File: src/rtl/alu64_cmd_driver.sv
// Command-side initiator for the 64-bit registered ALU: accepts one op, waits the ALU pipeline, returns Z/carry/overflow.
// Optional statistics counters are built only when ALU_STATS_EN is defined.
module alu64_cmd_driver #(
  parameter int ALU_LATENCY = 2,
  parameter int CNT_W       = 32
) (
  input  logic             clk,
  input  logic             rst,
  input  logic             cmd_valid,
  output logic             cmd_ready,
  input  logic [63:0]      cmd_a,
  input  logic [63:0]      cmd_b,
  input  logic [3:0]       cmd_opcode,
  output logic [63:0]      alu_A,
  output logic [63:0]      alu_B,
  output logic [3:0]       alu_opcode,
  input  logic [63:0]      alu_Z,
  input  logic             alu_carry,
  input  logic             alu_overflow,
  output logic             rsp_valid,
  input  logic             rsp_ready,
  output logic [63:0]      rsp_z,
  output logic             rsp_carry,
  output logic             rsp_overflow,
  output logic             rsp_err,
  output logic             busy,
  output logic [CNT_W-1:0] op_count,
  output logic [CNT_W-1:0] ovf_count
);

  // state   | meaning
  // IDLE    | ready for a command
  // WAIT    | operands on the ALU, counting down its pipeline latency
  // CAPTURE | ALU result valid, sample it into the response registers
  // RESP    | response presented until the consumer takes it
  typedef enum logic [1:0] {S_IDLE, S_WAIT, S_CAPTURE, S_RESP} state_t;

  localparam int LAT_W = $clog2(ALU_LATENCY + 1);

  state_t           state, state_next;
  logic [LAT_W-1:0] lat_cnt;
  logic             accept;
  logic             op_legal;

  assign op_legal  = !(cmd_opcode == 4'b0011 || cmd_opcode == 4'b0110 || cmd_opcode == 4'b0111);
  // Gated by rst so the port reads 0 for the whole reset window.
  assign cmd_ready = (state == S_IDLE) && rst;
  assign accept    = cmd_valid && cmd_ready;
  assign rsp_valid = (state == S_RESP);
  assign busy      = (state != S_IDLE);

  always_comb begin
    state_next = state;
    case (state)
      S_IDLE:    if (accept) state_next = op_legal ? S_WAIT : S_RESP;
      S_WAIT:    if (lat_cnt == LAT_W'(1)) state_next = S_CAPTURE;
      S_CAPTURE: state_next = S_RESP;
      S_RESP:    if (rsp_ready) state_next = S_IDLE;
      default:   state_next = S_IDLE;
    endcase
  end

  always_ff @(posedge clk) begin
    if (!rst) begin
      state        <= S_IDLE;
      lat_cnt      <= '0;
      alu_A        <= '0;
      alu_B        <= '0;
      alu_opcode   <= 4'b0000;
      rsp_z        <= '0;
      rsp_carry    <= 1'b0;
      rsp_overflow <= 1'b0;
      rsp_err      <= 1'b0;
    end else begin
      state <= state_next;
      case (state)
        S_IDLE: begin
          if (accept) begin
            if (op_legal) begin
              alu_A      <= cmd_a;
              alu_B      <= cmd_b;
              alu_opcode <= cmd_opcode;
              lat_cnt    <= LAT_W'(ALU_LATENCY);
            end else begin
              // Rejected ops never touch the ALU; respond with an error and empty result.
              rsp_z        <= '0;
              rsp_carry    <= 1'b0;
              rsp_overflow <= 1'b0;
              rsp_err      <= 1'b1;
            end
          end
        end
        S_WAIT: lat_cnt <= lat_cnt - LAT_W'(1);
        S_CAPTURE: begin
          rsp_z        <= alu_Z;
          rsp_carry    <= alu_carry;
          rsp_overflow <= alu_overflow;
          rsp_err      <= 1'b0;
        end
        default: ;
      endcase
    end
  end

`ifdef ALU_STATS_EN
  logic [CNT_W-1:0] op_cnt_q, ovf_cnt_q;

  always_ff @(posedge clk) begin
    if (!rst) begin
      op_cnt_q  <= '0;
      ovf_cnt_q <= '0;
    end else if (state == S_CAPTURE) begin
      op_cnt_q <= op_cnt_q + CNT_W'(1);
      if (alu_overflow) ovf_cnt_q <= ovf_cnt_q + CNT_W'(1);
    end
  end

  assign op_count  = op_cnt_q;
  assign ovf_count = ovf_cnt_q;
`else
  assign op_count  = '0;
  assign ovf_count = '0;
`endif

endmodule

File: config.mk
export PLATFORM = sky130hd
export DESIGN_NAME = alu64_cmd_driver
export DESIGN_NICKNAME = d
export VERILOG_FILES = /design/src/rtl/alu64_cmd_driver.sv
export SDC_FILE = /design/constraint.sdc
export NUM_CORES = 1
export LEC_CHECK = 0
export BUFFER_PORTS_ARGS = -buffer_cell sky130_fd_sc_hd__buf_2
export CAP_MARGIN = 20
export CORE_AREA = 4 4 179 181
export CTS_CLUSTER_DIAMETER = 80
export DETAILED_ROUTE_END_ITERATION = 8
export DIE_AREA = 0 0 183 185
export PLACE_DENSITY = 0.64
export SYNTH_ARGS = -nofsm -noshare
export SYNTH_HDL_FRONTEND = slang
export SYNTH_SLANG_ARGS = --single-unit
export TNS_END_PERCENT = 50
File: constraint.sdc
create_clock -name clk -period 1.7 [get_ports clk]
set_input_delay 0.34 -clock clk [delete_from_list [all_inputs] [get_ports clk]]
set_output_delay 0.34 -clock clk [all_outputs]
set_load 0.005 [all_outputs]
* After elaboration in Yosys (flattened, before gate mapping)
Index checks and enable logic that the tools add are counted.
Word-level totals: flip-flop bits (word level) 203, latch bits 0, RAM bits 0, memory bits (read-only) 0, input bits 202, output and inout port bits 266, logic and storage cells 53, memories kept 0
Cells by class: $add $sub $neg 1, multipliers 0, div/mod/pow operators 0, $lt $le $gt $ge 0, equal/unequal tests 12, shift operators 0, mux-type cells 18, bitwise gates (word level) 1, reduce and logical (&&, ||, !) cells 12
Operators by type and width (number):
- $mux 64 | 2
- $pmux 64 s2 | 1
- $mux 2 | 6
- $reduce_and 3->1 | 4
- $eq 4x3->1 const B | 2
- $ne 2x2->1 const B | 4
- $pmux 2 s4 | 1
- $pmux 1 s2 | 3
- $reduce_bool 2->1 | 3
- $eq 2x1->1 const B | 2
- $eq 2x2->1 const B | 2
- $eq 4x2->1 const B | 1
- $mux 1 | 4
- $pmux 2 s2 | 1
- $logic_and 1x1->1 | 2
- $logic_not 2->1 | 1
- $logic_or 1x1->1 | 2
- $ne 2x1->1 const B | 1
- $sub 2x1->2 const B | 1
- $not 1->1 | 1

* Depth between registers and ports, before layout
depth after elaboration 6, depth in mapped cells 9, mapped depth without buffers 6

* Worst setup path before layout
Ideal clock, no wire load.
kind register -> register, from register state[0], to register rsp_z[23], arrival time 1.574 ns, slack 0.067 ns, cell stages (with the launch flop) 9, path buffers 2, cells stage by stage dfxtp_1 > inv_1 > ha_1 > nand2_1 > nor3_2 > a211oi_2 > buf_2 > buf_6 > a22o_1
Between the ends: word-level cells in the longest chain between the ends 5, elaborated cells between the ends (all ways) 9, those cells by class 3 x eq/ne; 1 x mux; 5 x reduce/logical
RTL lines:
- from (decl) | RTL line 40 | state_t state, state_next;
- from (signal assigned) | RTL line 75 | state <= state_next;
- $logic_not 2->1 | RTL line 47, 76
- $logic_and 1x1->1 | RTL line 47 | assign cmd_ready = (state == S_IDLE) && rst;
- $logic_and 1x1->1 | RTL line 48 | assign accept = cmd_valid && cmd_ready;
- $ne 2x2->1 (no line)
- $reduce_and 3->1 (no line)
- to (signal assigned) | RTL line 95 | rsp_z <= alu_Z;
- to (decl) | RTL line 22 | output logic [63:0] rsp_z,
Parallel ways exist; a longest one is shown, timed or not. A chain may end at the register's enable or synchronous reset.

* Worst setup path after layout
from register state[1], to output port cmd_ready
Between the ends: word-level cells in the longest chain between the ends 2
RTL lines:
- $logic_not 2->1 | RTL line 47
- $logic_and 1x1->1 | RTL line 47
- to (decl) | RTL line 10 | output logic cmd_ready,
Every way passes these cells.

==> metrics <==
status finished with violations; failing checks negative setup slack; Max Root-Sink Buffers 3; predominant post-synthesis flop cell dfxtp_1; top-area cell type share of the netlist area 54.2%; WP data required ~1.4 ns; CTS tree done; H-tree levels 1; flops & latches, synth between 200 and 250; die area ~34000 sq um; Reg2Reg Depth 9; Synth Area in Simple Gates between 10% and 20%; Std-Cell Rows 64; Hold Path Class in2reg; number of flops mapped to enable cells by yosys 0; Synthesis Warnings 0; Final min period 1.75 ns; drt initial violations between 200 and 300; top post-synthesis cells by area dfxtp_1 54%, nand2_1 13%, a21oi_1 9.0%; Core Util, Final around 36%; Crit. End Element output pin; Residual DRC 0; Synth Area in Adders 1.00%; Initial Util roughly a quarter; post-synthesis mux area share less than 1%; largest net degree at the start of global routing roughly 120; final setup TNS -0.0671 ns; PortBufs about 400; R2R Path Start state[1]$_SDFFE_PN0P_; CP endpoint cmd_ready; Final WS setup -0.0518 ns; Die Wd 183 um; top-count cell post-synth nand2_1; Syn Inst Count 833; maximum vdd drop around 0.77 mV; pwr dens 1370 nW/um^2; total number of vias slightly above 7000; TritonCTS Sinks 203; CORE AREA just over 30000 sq um; Worst-Skew Late Latency 0.53 ns; vias in the first global route between 6000 and 7000; grt total ovfl 0; FF-to-FF End rsp_z[26]$_SDFFE_PN0P_; share of cells above drive strength 1 approximately 40%; area grow syn2layout 45.1%; Hold WS between 0.02 and 0.03 ns; synth cell count leaders 265 x nand2_1, 203 x dfxtp_1, 135 x a21oi_1, 66 x a22o_1, 65 x buf_4; main combinational cell family by area after synthesis compound AO/OA/AOI/OAI gates; max-cap violations 0; initial antenna violation count 0; Synth Area in XOR/XNOR 0%; internal reg-to-reg setup slack approximately 0.040 ns; final net count 1460; Final setup viols 2; Pre-antenna DRT Iters 5; drt wl/cell about 15 um; ANT nets after route 0; RSZ-0062 raised after global routing yes; Pins Over Slew Limit 0; Syn Area/Cell 9.01 sq um; Fin Clk Skew approximately 0.014 ns; CP Launch Type register; Synth Area in Compound Gates between 15 and 20%; Tot GR Track Use between 10% and 20%; Synth cell types 30; Final Hold Fails 0; fmax about 570 MHz; Rel. slew slack about three fifths; final critical-path share of the clock period 103%; fill count between 3000 and 4000; GP Congestion 0.819; largest area contributor in the netlist dfxtp_1; Static Leak 5.26 nW; vias per inst between 4 and 5; first-pass GRT wire length about 36000 um; CP Class reg2out; DPL Wire Length about 18000 um; WP data arrival 1.41 ns; Synth async-reset ratio 0%; synthesized cell area 7500 sq um; Worst Tran Pin Value ~0.6 ns; CP max FO 3; chip height between 150 and 200 um; register area share after synthesis between 50% and 60%; num ports 468; CTS clk-pin slew, worst paths ~0.060 ns; Num CTS Buffers 25; CTS root buffer clkbuf_16; DP Worst Slack -0.0493 ns; overall routed net length 24900 um; Worst Setup SP state[1]$_SDFFE_PN0P_
[logic make-up after synthesis]
group                    count (synthesis)
AO/OA/AOI/OAI                          213
multiplexers                             1
adder cells (fa/ha/maj)                  6
other                                    1
AND/OR/NAND/NOR                        278
flip-flops                             203
buffers and inverters                  131
[area by class of cell]
class                           count  area [sq um]  share of cell area, %
Antenna cell                        1          2.50                 0.0230
Timing Repair Buffer              451          2630                   24.1
Clock buffer                       35           703                   6.46
Multi-Input combinational cell    562          2860                   26.2
Inverter                            9          38.8                  0.356
Tap cell                          396           495                   4.55
Sequential cell                   203          4070                   37.4
Clock inverter                     11          98.8                  0.908
[worst max-delay path: stages (launching register included)]
cell	delay, ns
dfxtp_2	0.33
inv_2	0.08
ha_4	0.15
inv_4	0.03
buf_6	0.12
nor2_4	0.07
buf_6	0.11
[layer usage]
metal / wire length (um) / track usage, % / up-vias / part of all wire (%)
met5: 0 / 0 / - / 0
met4: 775 / 4.35 / 0 / 3.1
met3: 2440 / 4.58 / 46 / 9.8
met2: 12000 / 22.4 / 316 / 48
met1: 9670 / 15.2 / 3229 / 39
li1: - / - / 3475 / -
[cells in the final DEF (no fill, tap or decap), drive strengths merged]
cell         instances
a211oi               2
a21o                 1
a21oi              136
a222oi               1
a22o                66
a311oi               1
a31oi                1
and2b                1
and3                 1
buf                447
bufinv               1
clkbuf              37
clkinv               5
clkinvlp             2
conb                64
dfxtp              203
diode                1
dlygate4sd3          2
ha                   6
inv                 12
mux2i                1
nand2              265
nand2b               3
nor2                 5
nor3                 2
o21a                 1
o21ai                3
o221a                1
or2                  1
[state kept, by name, summed over array words and instances (netlist names)]
register / flops
lat_cnt: 2
rsp_overflow: 1
rsp_err: 1
rsp_z: 64
alu_A: 64
alu_opcode: 4
rsp_carry: 1
alu_B: 64
state: 2
[power breakdown]
part / switching, mW / internal (mW)
registers: 0.354 / 5.50
clock network: 2.11 / 3.06
logic: 2.05 / 1.87
total: 4.52 / 10.4
[timing repair]
action | in CTS | in global routing
hold buffers | 2 | 0
resized for setup | 16 | 12
hold endpoints to repair | 2 | 0
setup endpoints to repair | 71 | 78
cloned | 2 | 3
setup buffers | 8 | 3
pin swaps | 3 | 7
[worst min-delay path by stage]
| stage | startpoint | endpoint | cells after the start |
|---|---|---|---|
| after floorplan | alu_A[0]$_SDFFE_PN0P_ | alu_A[0]$_SDFFE_PN0P_ | 2 |
| after global placement | alu_A[6]$_SDFFE_PN0P_ | alu_A[6]$_SDFFE_PN0P_ | 2 |
| after detailed placement | alu_B[26]$_SDFFE_PN0P_ | alu_B[26]$_SDFFE_PN0P_ | 2 |
| after CTS | alu_Z[6] | rsp_z[6]$_SDFFE_PN0P_ | 2 |
| after global routing | alu_Z[45] | rsp_z[45]$_SDFFE_PN0P_ | 2 |
| final | alu_Z[6] | rsp_z[6]$_SDFFE_PN0P_ | 2 |
[stage by stage]
stage	power [mW]	instance area (sq um)	std cells
CTS	15.0	10700	1661
finish	14.9	10900	1668
global placement	9.45	9760	1603
global route	15.8	10900	1667
detailed placement	9.51	9760	1603
floorplan	7.91	7740	896
No activity file was read; power rests on OpenSTA's default activity.
